===== src/rtl/rv32_bus_arbiter.sv =====
// rv32_bus_arbiter: shares one external memory bus between the instruction
// fetch port and the data (load/store) port. One requester is granted at a
// time; the bus command is registered and held until bus_ready_in, and the
// granted requester then receives a one-cycle ready pulse with the read data
// passed straight through from the bus.
//
// Handshake: a requester raises its request and holds address/strobes/data
// stable until it sees its *_ready_out pulse. The bus side holds bus_* stable
// from the grant edge until the cycle bus_ready_in=1, which completes the
// transaction. A requester that drops or changes its request before completion
// gets no ready pulse; the bus transaction still finishes and its result is
// discarded.
module rv32_bus_arbiter #(
  parameter int unsigned MAX_DATA_BURST = 4
) (
  input  logic        clk,
  input  logic        reset_n,
  input  logic [31:0] instr_address_in,
  input  logic        instr_read_in,
  output logic [31:0] instr_read_value_out,
  output logic        instr_ready_out,
  input  logic [31:0] data_address_in,
  input  logic        data_read_in,
  input  logic        data_write_in,
  input  logic [3:0]  data_write_mask_in,
  input  logic [31:0] data_write_value_in,
  output logic [31:0] data_read_value_out,
  output logic        data_ready_out,
  output logic [31:0] bus_address_out,
  output logic        bus_read_out,
  output logic        bus_write_out,
  output logic [3:0]  bus_write_mask_out,
  output logic [31:0] bus_write_value_out,
  input  logic [31:0] bus_read_value_in,
  input  logic        bus_ready_in,
  output logic [1:0]  dbg_state_out
);

  localparam logic [1:0] ST_IDLE       = 2'd0;
  localparam logic [1:0] ST_INSTR_BUSY = 2'd1;
  localparam logic [1:0] ST_DATA_BUSY  = 2'd2;

  localparam logic [3:0] MAX_STREAK = 4'(MAX_DATA_BURST);

  logic [1:0]  state_q, state_d;
  logic [3:0]  streak_q, streak_d;
  logic [31:0] addr_q, addr_d;
  logic        rd_q, rd_d;
  logic        wr_q, wr_d;
  logic [3:0]  mask_q, mask_d;
  logic [31:0] wval_q, wval_d;

  logic data_req;
  logic grant_i;
  logic grant_d;
  logic data_kind_match;

  // Arbitration, command capture, completion and streak bookkeeping.
  always_comb begin
    state_d  = state_q;
    streak_d = streak_q;
    addr_d   = addr_q;
    rd_d     = rd_q;
    wr_d     = wr_q;
    mask_d   = mask_q;
    wval_d   = wval_q;
    grant_i  = 1'b0;
    grant_d  = 1'b0;
    data_req = data_read_in | data_write_in;

    case (state_q)
      ST_IDLE: begin
        // A pending fetch that has waited through a full data streak wins;
        // otherwise data has priority over fetch.
        if (instr_read_in && (streak_q == MAX_STREAK)) begin
          grant_i = 1'b1;
        end else if (data_req) begin
          grant_d = 1'b1;
        end else if (instr_read_in) begin
          grant_i = 1'b1;
        end

        if (!instr_read_in) begin
          streak_d = 4'd0;
        end

        if (grant_i) begin
          state_d  = ST_INSTR_BUSY;
          addr_d   = instr_address_in;
          rd_d     = 1'b1;
          wr_d     = 1'b0;
          mask_d   = 4'd0;
          wval_d   = 32'd0;
          streak_d = 4'd0;
        end else if (grant_d) begin
          state_d = ST_DATA_BUSY;
          addr_d  = data_address_in;
          // Write takes precedence so the two strobes can never both be set.
          rd_d    = data_read_in & ~data_write_in;
          wr_d    = data_write_in;
          mask_d  = data_write_in ? data_write_mask_in : 4'd0;
          wval_d  = data_write_value_in;
          if (instr_read_in && (streak_q < MAX_STREAK)) begin
            streak_d = 4'(streak_q + 4'd1);
          end
        end
      end

      ST_INSTR_BUSY, ST_DATA_BUSY: begin
        // Address and write value stay put; only the strobes and byte
        // enables drop. Always pass through IDLE before the next grant.
        if (bus_ready_in) begin
          state_d = ST_IDLE;
          rd_d    = 1'b0;
          wr_d    = 1'b0;
          mask_d  = 4'd0;
        end
      end

      default: begin
        state_d = ST_IDLE;
        rd_d    = 1'b0;
        wr_d    = 1'b0;
        mask_d  = 4'd0;
      end
    endcase
  end

  // State and registered bus command; reset aborts any transaction in flight.
  always_ff @(posedge clk or negedge reset_n) begin
    if (!reset_n) begin
      state_q  <= ST_IDLE;
      streak_q <= 4'd0;
      addr_q   <= 32'd0;
      rd_q     <= 1'b0;
      wr_q     <= 1'b0;
      mask_q   <= 4'd0;
      wval_q   <= 32'd0;
    end else begin
      state_q  <= state_d;
      streak_q <= streak_d;
      addr_q   <= addr_d;
      rd_q     <= rd_d;
      wr_q     <= wr_d;
      mask_q   <= mask_d;
      wval_q   <= wval_d;
    end
  end

  // While busy, addr_q and wr_q hold the granted address and kind, so they
  // double as the latch for the "still the same request" check.
  always_comb begin
    data_kind_match = wr_q ? data_write_in : data_read_in;
    instr_ready_out = (state_q == ST_INSTR_BUSY) && bus_ready_in &&
                      instr_read_in && (instr_address_in == addr_q);
    data_ready_out  = (state_q == ST_DATA_BUSY) && bus_ready_in &&
                      data_kind_match && (data_address_in == addr_q);
  end

  assign instr_read_value_out = bus_read_value_in;
  assign data_read_value_out  = bus_read_value_in;
  assign bus_address_out      = addr_q;
  assign bus_read_out         = rd_q;
  assign bus_write_out        = wr_q;
  assign bus_write_mask_out   = mask_q;
  assign bus_write_value_out  = wval_q;
  assign dbg_state_out        = state_q;

endmodule


===== config.mk =====
export PLATFORM = sky130hd
export DESIGN_NAME = rv32_bus_arbiter
export DESIGN_NICKNAME = d
export VERILOG_FILES = /design/src/rtl/rv32_bus_arbiter.sv
export SDC_FILE = /design/constraint.sdc
export NUM_CORES = 1
export LEC_CHECK = 0
export BUFFER_PORTS_ARGS = -buffer_cell sky130_fd_sc_hd__buf_2
export CAP_MARGIN = 30
export CORE_AREA = 4 4 105 107
export CTS_BUF_LIST = sky130_fd_sc_hd__clkbuf_8
export CTS_CLUSTER_DIAMETER = 60
export DETAILED_ROUTE_END_ITERATION = 10
export DIE_AREA = 0 0 109 111
export PLACE_DENSITY = 0.84
export SETUP_SLACK_MARGIN = 0.02
export SYNTH_ARGS = -nofsm -noshare
export SYNTH_HDL_FRONTEND = slang
export SYNTH_SLANG_ARGS = --single-unit

===== constraint.sdc =====
create_clock -name clk -period 3.7 [get_ports clk]
set_input_delay 0.555 -clock clk [delete_from_list [all_inputs] [get_ports clk]]
set_output_delay 0.555 -clock clk [all_outputs]
set_load 0.01 [all_outputs]

==> run_results.csv, run 1 <==
group,metric,value,unit
outcome,outcome,"finished, final reports clean",
synthesis,postSynthCellCount,523,
place,hpwl,9600,um
timing,max_freq,0.386,GHz
floorplanning,die_w,109,um
power_and_ir_drop,p_per_area,800,mW/mm^2
clock_network,cts_tree,"built",
power_and_ir_drop,swShare,43.7,%
floorplanning,die_height,111,um
synthesis,synth_xor_area_share,12.2,%
power_and_ir_drop,power_switching,1.84,mW
synthesis,ys.flop_type,"dfrtp_1",
timing,relSlewSlack,34.8,%
floorplanning,io_pins,276,
synthesis,synth_seq_cells,76,
synthesis,yosys.area_share.adder,1.36,%
finish,final_nets,773,
global_routing,grt_overflow_total,0,
synthesis,synthArstFlopShare,100,%
setup_path,reg2reg_to,"bus_write_mask_out[2]",
clock_network,cts_resized,0,
synthesis,synth_top_family_by_area,"simple AND/OR/NAND/NOR gates",
synthesis,yosys-top-cells-count,"98 x nand2_1, 76 x dfrtp_1, 73 x buf_4",
clock_network,clock-sinks,76,
timing,worst_pin_slew,974,ps
floorplanning,start_util,45.3,%
global_routing,grt_pass1_vias,4078,
timing,fin_skew,11.5,ps
min_path,hp-class,"primary input to async pin",
setup_path,crit_required,3140,ps
power_and_ir_drop,p_comb_share,47.6,%
clock_network,cts_buffer_depth,2,
synthesis,synthMuxAreaShare,0.245,%
global_routing,antenna_found_initial,0,
synthesis,syn_nets,666,
finish,antennaDiodeCount,0,
setup_path,r2r_start,"streak_q[0]",
finish,area_delta_synth_final,14.8,%
floorplanning,core,0.0101,mm^2
route,vias,3965,
clock_network,cts_setup_buffers,0,
power_and_ir_drop,seqPwrFrac,37.5,%
finish,fillers,945,
synthesis,syn_avg_cell_area,8.79,um^2
setup_path,cp_slowest_cell,"or4_1",
finish,multi_input_comb_area,0.00200,mm^2
timing,maxSlewViolCount,0,
route,firstDrtPassIters,4,
setup_path,reg2reg_depth,6,
place,place_congestion,0.867,
clock_network,worstSkewPairLatency,340,ps
power_and_ir_drop,leakagePower,2.69,nW
setup_path,endpoint_kind,"primary output",
run,maxCapViolations,0,
synthesis,synth_simple_gate_area_share,18.5,%
synthesis,synth_warnings,0,
finish,ff_latch_area,0.00190,mm^2
global_routing,grt_pass1_wl,19900,um
global_routing,grt_usage,20.6,%
setup_path,startpoint_type,"register",
route,remaining_drc_errors,0,
setup_path,r2r_setup_slack,1450,ps
route,drt_wl_total,12700,um
synthesis,synth-compound-area-share,11.1,%
synthesis,synth_area,0.00460,mm^2
synthesis,yosys-top-cells-area,"dfrtp_1 41%, buf_4 12%, nand2_1 8.0%",
global_routing,grt_max_degree,77,
route,routed_via_density,5.15,
clock_network,h-tree-depth,3,
synthesis,synth_most_common_cell,"nand2_1",
route,postRouteAntennaNets,0,
global_routing,busiest_layer,"met2",
power_and_ir_drop,p_clk_share,14.9,%
timing,setup_viol,0,
clock_network,clockRootBuffer,"clkbuf_8",
synthesis,synth_top_area_cell,"dfrtp_1",
clock_network,clkTransAtPathRegs,80,ps
global_routing,met2_usage,35.3,%
timing,tns,0,ps
finish,drive_gt1_share,32.8,%
synthesis,synth_top_area_share,41.4,%
power_and_ir_drop,ir_drop,0.000342,V
place,portBuffers,179,
route,wire_per_inst,16.5,um
timing,post-route-period-util,70.0,%
setup_path,cp_slowest_stage_delay,560,ps
global_routing,use_met3,4.95,%
setup_path,crit_chain,"xnor2_1 -> nand4_1 -> or4_1 -> nor3_2 -> buf_2",
timing,final-hold-violation-count,0,
synthesis,synth_seq_area_share,41.4,%
power_and_ir_drop,p_int,2.38,mW
global_routing,grt.met1_usage,23.9,%
timing,rsz0062_at_grt,"no",
clock_network,numCtsBuffers,9,
setup_path,arrival,2040,ps
synthesis,synth_edf_count,0,
floorplanning,die-area,0.0121,mm^2
timing,layout_min_cycle_time,2590,ps
route,drt_iter0_drc,261,
clock_network,ctsHoldBuffers,0,
setup_path,crit_type,"register to primary output",
timing,hold_slack,113,ps
synthesis,yosys.cell_types.count,29,
setup_path,critical_path_peak_fanout,4,
floorplanning,row_count,37,
-- how the worst max path moves through the flow --
| stage | from | endpoint | slack, ps |
|---|---|---|---|
| global placement | instr_address_in[15] | instr_ready_out | 1230 |
| finish | bus_address_out[15] | instr_ready_out | 1110 |
| floorplan | data_address_in[6] | data_ready_out | 1600 |
| detailed placement | instr_address_in[18] | instr_ready_out | 1240 |
| CTS | bus_address_out[15] | instr_ready_out | 1090 |
| global route | bus_address_out[15] | instr_ready_out | 1010 |
-- per-layer routing --
| layer | part of all wire [%] | up-vias | wire, um |
|---|---|---|---|
| li1 | - | 1876 | - |
| met1 | 39 | 1861 | 4900 |
| met2 | 50 | 181 | 6340 |
| met3 | 8.5 | 47 | 1090 |
| met4 | 3.1 | 0 | 391 |
| met5 | 0 | - | 0 |
-- layout by cell type (no fill, tap or decap) --
cell        netlist  final
mux2_2            1      1
o21ai_0           3      3
nor3_2            1      1
o21ai_4           0      1
nand3_1          35     35
nor4_2            1      1
buf_2            10    178
and3b_1           1      1
xnor2_1          36     36
inv_1            10     10
dfrtp_1          76     76
xor2_1           28     28
ha_1              5      5
or2_4             1      1
or4_1             2      2
clkinvlp_4        0      1
a22o_1            8      8
a21oi_1          67     67
a41oi_1           1      1
o32ai_4           1      1
o31ai_4           1      1
clkinv_2          0      3
buf_12            0      1
nand2_1          98     98
buf_4            73      5
bufinv_16         0      1
nor2_1           35     35
and3_1            1      1
clkbuf_8          0     10
buf_16            0      1
o21a_2            0      1
o21a_1            2      1
nor4_1            8      8
a21o_1            1      1
nand4_1          10     10
-- cells by family after synthesis --
group / after synthesis
AOI/OAI and AO/OA: 85
xor gates and xnor gates: 64
adders and majority gates: 5
buffers and inverters: 99
DFF: 76
muxes: 1
and+or+nand+nor: 193
-- power by group through the flow --
stage	Combinational, mW	Sequential, mW	Clock [mW]
after global routing	2.23	1.63	0.677
after global placement	1.97	1.57	0
final	2.01	1.58	0.627
after detailed placement	2.03	1.59	0
after floorplan	1.23	1.73	0
after CTS	2.04	1.58	0.645
-- stage by stage --
step / setup WS (ps) / instances / total power, mW / utilization [%] / area, um^2
3_5_place_dp: 1240 / 754 / 3.62 / 49.9 / 5060
4_1_cts: 1090 / 769 / 4.26 / 51.8 / 5250
2_1_floorplan: 1600 / 523 / 2.95 / - / 4600
3_3_place_gp: 1230 / 754 / 3.53 / 49.9 / 5060
5_1_grt: 1010 / 770 / 4.55 / 52.0 / 5280
6_report: 1110 / 770 / 4.22 / 52.0 / 5280
-- final cells by class --
class / instances / share of cell area (%)
multi-input combinational: 348 / 37.9
sequential: 76 / 36.0
tap: 136 / 3.23
clock buffer: 10 / 2.61
inverter: 10 / 0.711
timing repair buffer: 185 / 18.5
clock inverter: 5 / 0.996
-- critical path, delay by kind of cell (launching register included) --
| kind | cells | cell delay (ps) |
|---|---|---|
| flops | 1 | 430 |
| xor+xnor | 1 | 280 |
| simple gates | 3 | 820 |
| buf+inv | 1 | 150 |
-- registers in the layout (all words and copies together), names as in the netlist --
| signal | count |
|---|---|
| dbg_state_out | 2 |
| streak_q | 4 |
| bus_write_out | 1 |
| bus_write_mask_out | 4 |
| bus_write_value_out | 32 |
| bus_read_out | 1 |
| bus_address_out | 32 |
(Power assumes the default switching activity.)
==> run 2, diff against run 1 <==
--- a/config.mk
+++ b/config.mk
@@ -5,14 +5,15 @@
 export SDC_FILE = /design/constraint.sdc
 export NUM_CORES = 1
 export LEC_CHECK = 0
+export ABC_AREA = 1
 export BUFFER_PORTS_ARGS = -buffer_cell sky130_fd_sc_hd__buf_2
 export CAP_MARGIN = 30
-export CORE_AREA = 4 4 105 107
+export CORE_MARGIN = 4
+export CORE_UTILIZATION = 42
 export CTS_BUF_LIST = sky130_fd_sc_hd__clkbuf_8
 export CTS_CLUSTER_DIAMETER = 60
 export DETAILED_ROUTE_END_ITERATION = 10
-export DIE_AREA = 0 0 109 111
-export PLACE_DENSITY = 0.84
+export PLACE_DENSITY = 0.79
 export SETUP_SLACK_MARGIN = 0.02
 export SYNTH_ARGS = -nofsm -noshare
 export SYNTH_HDL_FRONTEND = slang
==> constraint.sdc (replaced) <==
create_clock -name clk -period 2.16 [get_ports clk]
set_input_delay 0.324 -clock clk [delete_from_list [all_inputs] [get_ports clk]]
set_output_delay 0.324 -clock clk [all_outputs]
set_load 0.01 [all_outputs]
==> run 2 against run 1 <==
Against the previous run:
- flip-flop and latch count did not move
- synthesized cell count rose by 38%
- highest routed layer is now met5
- register-to-register slack got worse by 1100 ps
- power rose by 85%
- largest cell class unchanged
==> run_results.csv, run 2 <==
group,metric,value,unit
outcome,outcome,"finished, final reports clean",
floorplanning,io_pins,276,
place,hpwl,11700,um
finish,ff_latch_area,0.00190,mm^2
setup_path,cp_num_buf_inv,2,
synthesis,yosys-top-cells-area,"dfrtp_1 38%, nand2_1 16%, buf_4 10%",
floorplanning,start_util,43.5,%
finish,fillers,1159,
route,drt_iter0_drc,275,
synthesis,synth_edf_count,0,
min_path,hp-class,"primary input to register",
power_and_ir_drop,ir_drop,0.000736,V
setup_path,path_delay_family,"simple AND/OR/NAND/NOR gates",
power_and_ir_drop,total_power,7.82,mW
setup_path,r2r_start,"dbg_state_out[0]",
place,portBuffers,179,
clock_network,clkTransAtPathRegs,80,ps
synthesis,synth_seq_cells,76,
global_routing,grt_pass1_vias,4674,
synthesis,synthArstFlopShare,100,%
floorplanning,die_w,117,um
clock_network,worstSkewPairLatency,360,ps
clock_network,clockRootBuffer,"clkbuf_8",
finish,final_cells,981,
global_routing,grt_usage,22.1,%
route,vias,4798,
synthesis,synth_seq_area_share,37.8,%
global_routing,grt_overflow_total,0,
place,place_inst,962,
synthesis,yosys.cell_types.count,29,
finish,final_nets,976,
setup_path,reg2reg_to,"bus_address_out[11]",
timing,relSlewSlack,71.2,%
clock_network,clock-sinks,76,
setup_path,reg2reg_depth,8,
finish,drive_gt1_share,25.9,%
timing,layout_min_cycle_time,2000,ps
global_routing,antenna_found_initial,1,
timing,hold_slack,187,ps
timing,post-route-period-util,92.5,%
timing,worst_pin_slew,433,ps
route,routed_via_density,4.89,
synthesis,yosys-top-cells-count,"214 x nand2_1, 105 x inv_1, 76 x dfrtp_1",
setup_path,critical_path_peak_fanout,3,
timing,final-hold-violation-count,0,
setup_path,critPathLaunch,"dbg_state_out[0]",
route,wire_per_inst,15.6,um
floorplanning,row_count,39,
run,maxCapViolations,0,
floorplanning,die-area,0.0138,mm^2
route,remaining_drc_errors,0,
place,place_congestion,0.892,
synthesis,syn_nets,865,
timing,setup_viol,0,
finish,antennaDiodeCount,0,
clock_network,cts_buffer_depth,2,
setup_path,crit_chain,"inv_2 -> ha_1 -> nand2_1 -> nor2_1 -> nand2_1 -> nor2_2 -> nand3b_1 -> nor2_2 -> buf_2",
power_and_ir_drop,p_per_area,1340,mW/mm^2
timing,fin_skew,6.87,ps
min_path,min_path_cells,3,
route,postRouteAntennaNets,0,
finish,layout_common_cells,"214 x nand2_1, 178 x buf_2, 105 x inv_1",
setup_path,startpoint_type,"register",
setup_path,cp_slowest_stage_delay,410,ps
setup_path,endpoint_kind,"primary output",
power_and_ir_drop,leakagePower,3.29,nW
floorplanning,die_height,117,um
clock_network,h-tree-depth,3,
setup_path,crit_type,"register to primary output",
synthesis,synth_warnings,0,
setup_path,arrival,1670,ps
finish,area_delta_synth_final,15.6,%
global_routing,grt_pass1_wl,24200,um
clock_network,cts_tree,"built",
timing,rsz0062_at_grt,"yes",
synthesis,ys.flop_type,"dfrtp_1",
clock_network,numCtsBuffers,9,
synthesis,synth_top_area_cell,"dfrtp_1",
synthesis,syn_avg_cell_area,6.97,um^2
route,drt_wl_total,15300,um
place,place_ws,414,ps
timing,postLayoutSetupSlackWorst,162,ps
synthesis,postSynthCellCount,722,
finish,layout_commonest_cell,"nand2_1",
timing,maxSlewViolCount,0,
min_path,min_to,"bus_write_value_out[10]",
synthesis,synth_top_area_share,37.8,%
synthesis,synth_most_common_cell,"nand2_1",
setup_path,cp_slowest_cell,"dfrtp_1",
timing,max_freq,0.501,GHz
setup_path,crit_required,1840,ps
global_routing,grt_max_degree,67,
route,firstDrtPassIters,5,
min_path,worstHoldStart,"data_write_value_in[10]",
setup_path,r2r_setup_slack,350,ps
finish,multi_input_comb_area,0.00211,mm^2
floorplanning,core,0.0116,mm^2
synthesis,synth_area,0.00503,mm^2
==> run 2: cell families after synthesis <==
| kind of cell | synth area share [%] |
|---|---|
| buffers and inverters | 20.5 |
| flip-flops | 37.8 |
| AO/OA/AOI/OAI | 10.2 |
| adder cells (fa/ha/maj) | 1.24 |
| XOR/XNOR | 3.13 |
| AND/OR/NAND/NOR | 27.1 |
==> run 2: cell type report <==
| type | instances | area share, % |
|---|---|---|
| inverter | 107 | 6.90 |
| timing repair buffer | 188 | 17.3 |
| clock buffer | 10 | 2.37 |
| sequential | 76 | 32.7 |
| clock inverter | 6 | 1.38 |
| tap | 143 | 3.08 |
| multi-input combinational | 451 | 36.3 |
==> run 2: power by group <==
part | leakage (nW) | internal, mW | switching, mW | total, mW
clock | 0.115 | 0.672 | 0.560 | 1.23
combinational | 2.25 | 1.51 | 2.38 | 3.89
sequential | 0.917 | 2.10 | 0.602 | 2.70
total | 3.29 | 4.28 | 3.55 | 7.82
==> run 2: worst register-to-register path, stage by stage, from the launching register on <==
cell and delay (ps):
dfrtp_1 410, inv_2 80, buf_4 100, ha_1 190, inv_1 140, a21oi_4 220
buf_4 380, nor2_1 90, a31oi_1 140
==> run 2: stage by stage <==
stage	TNS, ps	utilization [%]	cell area (um^2)
after floorplan	0	-	5030
after global placement	0	48.1	5560
after detailed placement	0	48.1	5560
after CTS	0	50.1	5790
after global routing	-21.0	50.3	5820
final	0	50.3	5820
==> run 2: worst max path at each step <==
| stage | to | cells past startpoint |
|---|---|---|
| floorplan | bus_write_value_out[0] | 7 |
| global placement | bus_write_value_out[2] | 8 |
| detailed placement | bus_write_value_out[5] | 7 |
| CTS | data_ready_out | 9 |
| global route | data_ready_out | 9 |
| finish | data_ready_out | 9 |
==> run 2: metal layers <==
layer	routed length (um)	global-route usage [%]	vias to the layer above
met1	6200	26.6	2147
met5	13	0	-
met4	458	9.67	2
met2	7150	36.2	227
li1	-	-	2386
met3	1430	7.35	36
==> run 2: timing repair <==
action / in CTS / in global routing
setup endpoints to repair: 0 / 2
gates resized for setup: 0 / 6
hold buffers: 1 / 0
buffers inserted: 0 / 2
endpoints found under the hold margin: 32 / 0
